## src/rtl/muldiv_unit.sv

```systemverilog
// muldiv_unit: iterative multiply/divide sequencer owning the HI/LO pair.
//
// Accepts MULT/MULTU/DIV/DIVU (32-cycle radix-2 shift-add multiply or
// restoring divide, then a 1-cycle sign fix-up) and MTHI/MTLO (written on
// the issuing edge). Results land in HI/LO at the end of the FIX cycle.
//
// Optional feature: define MULDIV_EARLY_OUT_EN to let a multiply leave CALC
// as soon as the remaining multiplier bits are all zero.
//
// Ports:
//   clk, rst_n    clock (rising edge), asynchronous active-low reset
//   start, op     issue strobe and opcode from EX
//                 (000 MULT, 001 MULTU, 010 DIV, 011 DIVU, 100 MTHI, 101 MTLO)
//   a, b          rs / rt operands
//   flush         aborts the in-flight op; suppresses a same-cycle issue
//   hilo_rd       MFHI/MFLO in EX this cycle
//   busy          computation in flight (CALC or FIX)
//   done          one-cycle pulse after HI/LO take a MULT/DIV result
//   stall         busy & (hilo_rd | start)
//   hi, lo        HI / LO registers
//   state_dbg     current FSM state (0 IDLE, 1 CALC, 2 FIX)
//
// Handshake: start/op/a/b form a request that is taken on a rising edge only
// when the unit is IDLE and flush is low; while busy the request is refused
// and stall tells EX to hold the instruction (and its operands) unchanged
// until busy drops.
module muldiv_unit #(
  parameter int WIDTH = 32
) (
  input  logic             clk,
  input  logic             rst_n,
  input  logic             start,
  input  logic [2:0]       op,
  input  logic [WIDTH-1:0] a,
  input  logic [WIDTH-1:0] b,
  input  logic             flush,
  input  logic             hilo_rd,
  output logic             busy,
  output logic             done,
  output logic             stall,
  output logic [WIDTH-1:0] hi,
  output logic [WIDTH-1:0] lo,
  output logic [1:0]       state_dbg
);

  typedef enum logic [1:0] {
    S_IDLE = 2'd0,
    S_CALC = 2'd1,
    S_FIX  = 2'd2
  } state_t;

  state_t             state;
  logic [4:0]         cnt;
  logic [WIDTH-1:0]   opnd;      // multiplicand or divisor magnitude
  logic [2*WIDTH-1:0] acc;       // {product hi, multiplier} or {remainder, quotient}
  logic               is_div;
  logic               a_neg;     // signed op with negative rs
  logic               b_neg;     // signed op with negative rt
  logic               div_zero;

  logic               sgn_op;
  logic [WIDTH-1:0]   a_mag;
  logic [WIDTH-1:0]   b_mag;
  logic [WIDTH:0]     mul_sum;
  logic [2*WIDTH-1:0] mul_next;
  logic [WIDTH:0]     div_sh;
  logic [WIDTH+1:0]   div_diff;
  logic [2*WIDTH-1:0] div_next;
  logic [2*WIDTH-1:0] acc_next;
  logic               early_out;
  logic [2*WIDTH-1:0] prod;
  logic [WIDTH-1:0]   quo;
  logic [WIDTH-1:0]   rem;
  logic [WIDTH-1:0]   res_hi;
  logic [WIDTH-1:0]   res_lo;

  assign busy      = (state != S_IDLE);
  assign stall     = busy & (hilo_rd | start);
  assign state_dbg = state;

  // Operand magnitudes: op[0]=0 selects the signed variants.
  always_comb begin
    sgn_op = ~op[0];
    a_mag  = (sgn_op & a[WIDTH-1]) ? -a : a;
    b_mag  = (sgn_op & b[WIDTH-1]) ? -b : b;
  end

  // One iteration of multiply or divide, plus the optional early exit.
  always_comb begin
    mul_sum  = {1'b0, acc[2*WIDTH-1:WIDTH]} + (acc[0] ? {1'b0, opnd} : '0);
    mul_next = {mul_sum, acc[WIDTH-1:1]};
    // Trial subtract on the upper WIDTH+1 bits after the left shift.
    div_sh   = acc[2*WIDTH-1:WIDTH-1];
    div_diff = {1'b0, div_sh} - {2'b00, opnd};
    if (!div_diff[WIDTH+1]) begin
      div_next = {div_diff[WIDTH-1:0], acc[WIDTH-2:0], 1'b1};
    end else begin
      div_next = {div_sh[WIDTH-1:0], acc[WIDTH-2:0], 1'b0};
    end
    acc_next  = is_div ? div_next : mul_next;
    early_out = 1'b0;
`ifdef MULDIV_EARLY_OUT_EN
    // After this step the low cnt bits still hold unconsumed multiplier bits.
    early_out = !is_div && (cnt != 5'd0) &&
                ((mul_next[WIDTH-1:0] & ~({WIDTH{1'b1}} << cnt)) == '0);
`endif
  end

  // Sign fix-up applied in FIX.
  always_comb begin
    prod = (a_neg ^ b_neg) ? -acc : acc;
    quo  = acc[WIDTH-1:0];
    rem  = acc[2*WIDTH-1:WIDTH];
    if (is_div) begin
      // Remainder follows the dividend sign; divide by zero forces all-ones.
      res_hi = a_neg ? -rem : rem;
      res_lo = div_zero ? '1 : ((a_neg ^ b_neg) ? -quo : quo);
    end else begin
      res_hi = prod[2*WIDTH-1:WIDTH];
      res_lo = prod[WIDTH-1:0];
    end
  end

  always_ff @(posedge clk or negedge rst_n) begin
    if (!rst_n) begin
      state    <= S_IDLE;
      cnt      <= 5'd0;
      opnd     <= '0;
      acc      <= '0;
      is_div   <= 1'b0;
      a_neg    <= 1'b0;
      b_neg    <= 1'b0;
      div_zero <= 1'b0;
      hi       <= '0;
      lo       <= '0;
      done     <= 1'b0;
    end else begin
      done <= 1'b0;
      case (state)
        S_IDLE: begin
          if (start && !flush) begin
            case (op)
              3'b000, 3'b001, 3'b010, 3'b011: begin
                is_div   <= op[1];
                opnd     <= op[1] ? b_mag : a_mag;
                acc      <= op[1] ? {{WIDTH{1'b0}}, a_mag} : {{WIDTH{1'b0}}, b_mag};
                a_neg    <= sgn_op & a[WIDTH-1];
                b_neg    <= sgn_op & b[WIDTH-1];
                div_zero <= op[1] & (b == '0);
                cnt      <= 5'd31;
                state    <= S_CALC;
              end
              3'b100:  hi <= a;
              3'b101:  lo <= a;
              default: ;
            endcase
          end
        end
        S_CALC: begin
          if (flush) begin
            state <= S_IDLE;
          end else if (early_out) begin
            acc   <= acc_next >> cnt;
            state <= S_FIX;
          end else begin
            acc <= acc_next;
            cnt <= cnt - 5'd1;
            if (cnt == 5'd0) state <= S_FIX;
          end
        end
        S_FIX: begin
          if (!flush) begin
            hi   <= res_hi;
            lo   <= res_lo;
            done <= 1'b1;
          end
          state <= S_IDLE;
        end
        default: state <= S_IDLE;
      endcase
    end
  end

endmodule

```

## config.mk

```make
export PLATFORM = sky130hd
export DESIGN_NAME = muldiv_unit
export DESIGN_NICKNAME = d
export VERILOG_FILES = /design/src/rtl/muldiv_unit.sv
export SDC_FILE = /design/constraint.sdc
export NUM_CORES = 1
export LEC_CHECK = 0
export CORE_MARGIN = 2
export CORE_UTILIZATION = 51
export CTS_CLUSTER_DIAMETER = 120
export DETAILED_ROUTE_END_ITERATION = 16
export DONT_BUFFER_PORTS = 1
export PLACE_DENSITY_LB_ADDON = 0.08
export SLEW_MARGIN = 20
export SYNTH_ARGS = -nofsm -noshare
export SYNTH_HDL_FRONTEND = slang
export SYNTH_SLANG_ARGS = --single-unit
```

## constraint.sdc

```tcl
create_clock -name clk -period 4.6 [get_ports clk]
set_clock_uncertainty 0.1 [all_clocks]
set_input_delay 0.92 -clock clk [delete_from_list [all_inputs] [get_ports clk]]
set_output_delay 0.92 -clock clk [all_outputs]
set_load 0.01 [all_outputs]
```

==> summary.txt, run 1 <==
Worst setup path
  • WP data required: a little under 5 ns
  • R2R cell count: 12
  • Arrival @ worst endpoint: 4.33 ns
  • CP Launch Point: acc[0]
  • Reg2Reg Setup Slack: 0.52 ns
  • Worst flop-to-flop path startpoint: acc[0]
  • Endpoint type of the worst setup path: register
  • Max FO, Critical Path: 16
  • Worst r2r dst: acc[61]
  • Setup crit end: acc[61]
  • Worst setup path class: register to register
  • Startpoint Class: register

Logic synthesis
  • Count of different cell masters after synthesis: 85
  • Syn. warnings: 0
  • Synth Area in Adders: 0.0601
  • Most common flop cell mapped by yosys: dfrtp_1
  • Mean Syn Cell Area: 7.77 um^2
  • Sequential share of the synthesized area: 0.282
  • Mux contribution to synthesized area: 0.0509
  • Compound-gate portion of the synthesized area: 0.264
  • Mapped Nets: between 2000 and 2500
  • XOR/XNOR Fraction of Synth Area: 0.0994
  • Asr flop ratio synth: 1.00
  • Simple-Gate Fraction of Synth Area: 0.195
  • Mapped cell area: 15200 um^2
  • Post-synth EDFFs: 0
  • Largest family of logic cells by synthesized area: compound AO/OA/AOI/OAI gates
  • Synth Instances: 1963
  • Flops & latches, synth: 172

Clocking
  • Maximum buffer depth of the clock tree: 2
  • Root Driver: clkbuf_16
  • Clock Latency Late Sink: 0.47 ns
  • CTS tree: done
  • Post-CTS Repair Setup Buffers: 0
  • CTS sink count: 172
  • Post-CTS Hold Buffers: 0
  • CTS resizes: 0
  • H-tree lvl count: 4
  • TritonCTS Buffers: 17
  • CTS clk-pin slew, worst paths: 0.08 ns

Die
  • FP Rows: 63
  • Die H: 177 um
  • Area of the core: just under 30000 um^2
  • Die width: 177 um
  • Die area: about 31000 um^2
  • Starting Density: 0.516
  • Io pins: roughly 140

Global route
  • First-pass GRT wire length: 84700 um
  • Vias in the first global route: around 14000
  • Largest net degree at the start of global routing: 173
  • Aggregate global-route resource usage: 0.358
  • Initial antenna violation count: 0
  • GR Overflow Total: 0

Pwr
  • VDD IR max: 0.000321 V
  • Power Dens Cells: around 500 nW/um^2
  • Tot Pwr: 0.00814 W
  • Lkg Pwr: 6.96 nW

Placement
  • DP Worst Slack: 0.635 ns
  • Port buffer count: 0
  • Dpl hpwl: 42600 um
  • GPL Wtd Cong: 0.949

Final layout
  • Multi-input gate area: between 10000 and 15000 um^2
  • Antenna diodes: 0
  • Layout fillers: 2857
  • Most frequent cells in the layout: 210 x nor2_1, 199 x nand2_1, 190 x a21oi_1
  • Layout area overhead: 5.74%
  • Most common cell after layout, fill and taps aside: nor2_1
  • Layout net count: approximately 2000
  • Storage element area: between 4000 and 5000 um^2
  • Share of cells above drive strength 1: 0.0673

Timing
  • Worst Tran Pin Value: ~0.98 ns
  • Peak Freq: 245 MHz
  • Pins Over Slew Limit: 0
  • Post-layout min period: 4.08 ns
  • Final setup fails: 0
  • Worst relative slew slack: 0.345
  • RSZ-0062 raised after global routing: false
  • TNS Setup: 0 ns
  • Worst Slack Setup Final: 0.524 ns
  • Hold Violations, Final: 0
  • Final worst-path cycle share: 0.886

Drt
  • DR iter-0 viols: approximately 1800
  • DRC: 0
  • Detailed-route via count: 14800
  • Drt first pass iters: 5
  • Vias per cell: ~6.4
  • Detailed-route wire length: 55900 um
  • ANT nets after route: 0
  • Drt wl/cell: 24.4 um

Hold path
  • Hold Path Class: input port to asynchronous set/reset pin

Status
  • Status: complete, no violations

Job
  • Max_cap viols: 0
## routing by layer
| layer | routed length [um] | part of all wire | global-route usage |
|---|---|---|---|
| met3 | 5730 | 0.10 | 0.0831 |
| met1 | 25100 | 0.45 | 0.521 |
| met2 | 23800 | 0.43 | 0.534 |
| met5 | 0 | 0 | 0 |
| met4 | 1200 | 0.021 | 0.0840 |
## Yosys cell counts, types with 34 or more instances
master    instances  area share
a21o_1           34       0.017
ha_1             70       0.057
a21oi_1         190       0.062
nor3_1           47       0.015
o21ai_0         151       0.050
inv_1            67       0.016
xor2_1           59       0.034
nor2_1          210       0.052
dfrtp_1         172        0.28
mux2i_1          64       0.042
clkbuf_1        106       0.026
xnor2_1         114       0.065
o21ai_1          49       0.016
nand2_1         200       0.049
## how the worst min path moves through the flow
stage | start | endpoint | slack (ns) | cells after the start
finish | rst_n | lo[0] | 0.06 | 0
global route | rst_n | lo[7] | 0.03 | 0
CTS | rst_n | lo[25] | 0.04 | 0
detailed placement | opnd[27] | opnd[27] | 0.38 | 2
global placement | opnd[28] | opnd[28] | 0.37 | 1
floorplan | opnd[28] | opnd[28] | 0.35 | 1
## critical path: stages (launching register included)
cell and delay, ns:
dfrtp_1 0.47, inv_1 0.43, nor2_1 0.11, ha_1 0.41, o21a_1 0.15, o21ai_0 0.10, a311oi_1 0.50, o21ai_0 0.26
a2111oi_0 0.80, o41ai_1 0.18, xor2_1 0.17, mux2i_1 0.08, a22o_1 0.21
## kinds of logic (layout without fill, tap and decap cells)
group,Yosys count,after routing
buffers and inverters,194,134
adders and majority gates,72,72
xor gates and xnor gates,173,173
DFF,172,172
muxes,76,76
and+or+nand+nor,622,622
AOI/OAI and AO/OA,654,654
## final cells by class
class                   count  area share
clock buffers              18      0.0272
clock inverters            13     0.00722
inverters                  67      0.0156
multi-input cells        1597       0.635
flip-flops and latches    172       0.267
well taps                 390      0.0303
repair buffers             36      0.0175
## state kept, by name, summed over array words and instances (netlist names)
name and cells:
a_neg 1, acc 64, b_neg 1, cnt 5, div_zero 1, done 1, hi 32, is_div 1
lo 32, opnd 32, state_dbg 2
## where the power goes
part | leakage [nW] | switching, W | internal, W
clock network | 0.270 | 0.000708 | 0.000762
logic | 4.53 | 0.00256 | 0.00168
registers | 2.16 | 0.000565 | 0.00186
## per-stage QoR
| step | utilization | hold slack (ns) | cells | cell area, um^2 |
|---|---|---|---|---|
| after global routing | 0.546 | 0.0347 | 2293 | 16100 |
| after detailed placement | 0.527 | 0.376 | 2262 | 15600 |
| after global placement | 0.526 | 0.367 | 2262 | 15600 |
| final | 0.546 | 0.0588 | 2293 | 16100 |
| after floorplan | - | 0.350 | 1963 | 15200 |
| after CTS | 0.546 | 0.0407 | 2293 | 16100 |
(Power assumes the default switching activity.)
==> run 2, diff against run 1 <==
--- a/config.mk
+++ b/config.mk
@@ -5,8 +5,9 @@
 export SDC_FILE = /design/constraint.sdc
 export NUM_CORES = 1
 export LEC_CHECK = 0
+export CORE_ASPECT_RATIO = 1.1
 export CORE_MARGIN = 2
-export CORE_UTILIZATION = 51
+export CORE_UTILIZATION = 55
 export CTS_CLUSTER_DIAMETER = 120
 export DETAILED_ROUTE_END_ITERATION = 16
 export DONT_BUFFER_PORTS = 1
==> summary.txt, run 2 (synthesis results as in run 1) <==
Global route
  • Vias in the first global route: 13900 (was 13600)
  • First-pass GRT wire length: 82900 um (was 84700 um)
  • Aggregate global-route resource usage: 0.379 (was 0.358)
  • Largest net degree at the start of global routing: 173 (unchanged)
  • GR Overflow Total: 0 (unchanged)
  • Initial antenna violation count: 1 (was 0)

Placement
  • Placed Cells: 2233 (was 2262)
  • GPL Wtd Cong: 0.958 (was 0.949)
  • Port buffer count: 0 (unchanged)
  • Dpl hpwl: 42500 um (was 42600 um)

Worst setup path
  • CP max stage cell: a2111oi_0 (unchanged)
  • Worst setup path class: register to register (unchanged)
  • Buf+Inv Stages, Crit Path: 1 (unchanged)
  • Crit-path leading delay family: compound AO/OA/AOI/OAI gates (unchanged)
  • Startpoint Class: register (unchanged)
  • CP Launch Point: acc[0] (unchanged)
  • Reg2Reg Setup Slack: 0.42 ns (was 0.52 ns)
  • Max incr delay on CP: 0.70 ns (was 0.80 ns)
  • Arrival @ worst endpoint: 4.42 ns (was 4.33 ns)
  • Worst flop-to-flop path startpoint: acc[0] (unchanged)
  • Worst-path cell chain: inv_1, nor2_1, ha_1, o21a_1, o21ai_0, a311oi_1, o21ai_0, a2111oi_0, o41ai_1, xor2_1, mux2i_1, a22o_1 (unchanged)
  • WP data required: 4.84 ns (was 4.85 ns)
  • Critical Path Most Common Cell: o21ai_0 (unchanged)
  • Max FO, Critical Path: 18 (was 16)
  • Endpoint type of the worst setup path: register (unchanged)

Drt
  • Detailed-route wire length: 55000 um (was 55900 um)
  • DRC: 0 (unchanged)
  • Drt wl/cell: 24.3 um (was 24.4 um)
  • Vias per cell: 6.54 (was 6.44)
  • DR iter-0 viols: 1477 (was 1801)
  • Detailed-route via count: 14800 (about the same)
  • ANT nets after route: 0 (unchanged)
  • Drt first pass iters: 6 (was 5)

Final layout
  • Finished Core Util: 0.594 (was 0.546)
  • Finished Layout Cells: 2263 (was 2293)
  • Max reg flops: 64 (unchanged)
  • Antenna diodes: 0 (unchanged)
  • Most common cell after layout, fill and taps aside: nor2_1 (unchanged)
  • Share of cells above drive strength 1: 0.0682 (was 0.0673)
  • Layout net count: 2039 (was 2035)
  • Layout area overhead: 5.60% (was 5.74%)
  • Most frequent cells in the layout: 210 x nor2_1, 199 x nand2_1, 190 x a21oi_1 (unchanged)
  • Reg with most FFs: acc (unchanged)

Timing
  • Hold Violations, Final: 0 (unchanged)
  • Worst Tran Pin Value: 0.937 ns (was 0.982 ns)
  • Peak Freq: 239 MHz (was 245 MHz)
  • TNS Setup: 0 ns (unchanged)
  • Post-layout min period: 4.18 ns (was 4.08 ns)
  • Pins Over Slew Limit: 0 (unchanged)
  • Hold_ws: 0.0539 ns (was 0.0588 ns)
  • Final worst-path cycle share: 0.909 (was 0.886)
  • RSZ-0062 raised after global routing: false (unchanged)
  • Final setup fails: 0 (unchanged)
  • Worst relative slew slack: 0.373 (was 0.345)

Clocking
  • Root Driver: clkbuf_16 (unchanged)
  • Post-CTS Repair Setup Buffers: 0 (unchanged)
  • Maximum buffer depth of the clock tree: 2 (unchanged)
  • CTS resizes: 0 (unchanged)
  • Post-CTS Hold Buffers: 0 (unchanged)
  • CTS tree: done (unchanged)
  • CTS clk-pin slew, worst paths: 0.07 ns (was 0.08 ns)
  • CTS sink count: 172 (unchanged)
  • H-tree lvl count: 4 (unchanged)
  • Clock Latency Late Sink: 0.45 ns (was 0.47 ns)
  • TritonCTS Buffers: 17 (unchanged)

Die
  • Io pins: 141 (unchanged)
  • Die H: 179 um (was 177 um)
  • Area of the core: 27100 um^2 (was 29600 um^2)
  • Die area: 29100 um^2 (was 31300 um^2)
  • Starting Density: 0.562 (was 0.516)
  • FP Rows: 63 (unchanged)
  • Die width: 163 um (was 177 um)

Status
  • Status: complete, no violations (unchanged)

Hold path
  • Hold Path Class: input port to asynchronous set/reset pin (unchanged)

Pwr
  • VDD IR max: 0.000326 V (was 0.000321 V)
  • Power Dens Cells: 508 nW/um^2 (was 505 nW/um^2)
  • Tot Pwr: 0.00817 W (was 0.00814 W)
  • Lkg Pwr: 6.97 nW (was 6.96 nW)

Job
  • Max_cap viols: 0 (unchanged)
[run 2: cell types whose count changed in the layout (fill, tap and decap cells not counted), sizes merged]
cell / delta
buf: +4
inv: -2
clkinvlp: +1
[run 2: worst register-to-register path, cell delays in order (launching register included)]
cell and delay, ns:
dfrtp_1 0.46, inv_1 0.58, nor2_1 0.13, ha_1 0.42, o21a_1 0.15, o21ai_0 0.10
a311oi_1 0.53, o21ai_0 0.25, a2111oi_0 0.70, o41ai_1 0.17, xor2_1 0.17, mux2i_1 0.09
a22o_1 0.22
[run 2: area by class of cell]
type / count / area, um^2
Multi-Input combinational cell: 1597 / 10200
Tap cell: 357 / 447
Fill cell: 2578 / 11000
Clock buffer: 18 / 439
Timing Repair Buffer: 40 / 313
Inverter: 67 / 251
Sequential cell: 172 / 4310
Clock inverter: 12 / 114
[run 2: worst paths after layout]
path / end / cells past startpoint
setup / recovery: acc[61] / 12
hold / removal: lo[6] / 0
setup reg to reg: acc[61] / 12
hold reg to reg: opnd[14] / 2
max in group asynchronous: opnd[5] / 0
min in group clk: opnd[14] / 2
[run 2: power by group]
| part | switching (W) | total [W] | internal [W] | leakage (nW) |
|---|---|---|---|---|
| Sequential | 0.000520 | 0.00238 | 0.00186 | 2.16 |
| Clock | 0.000674 | 0.00143 | 0.000758 | 0.261 |
| Combinational | 0.00265 | 0.00436 | 0.00171 | 4.55 |
[run 2: layer usage]
layer | vias to the layer above | GRT usage | routed length, um
li1 | 6918 | - | -
met4 | 0 | 0.211 | 3490
met3 | 155 | 0.0730 | 3780
met2 | 621 | 0.632 | 26100
met5 | - | 0 | 0
met1 | 7104 | 0.461 | 21600
[run 2: per-stage QoR]
step,worst slack [ns],cell area (um^2)
6_report,0.420,16100
5_1_grt,0.169,16100
4_1_cts,0.490,16100
3_5_place_dp,0.500,15600
3_3_place_gp,0.645,15600
2_1_floorplan,1.33,15200
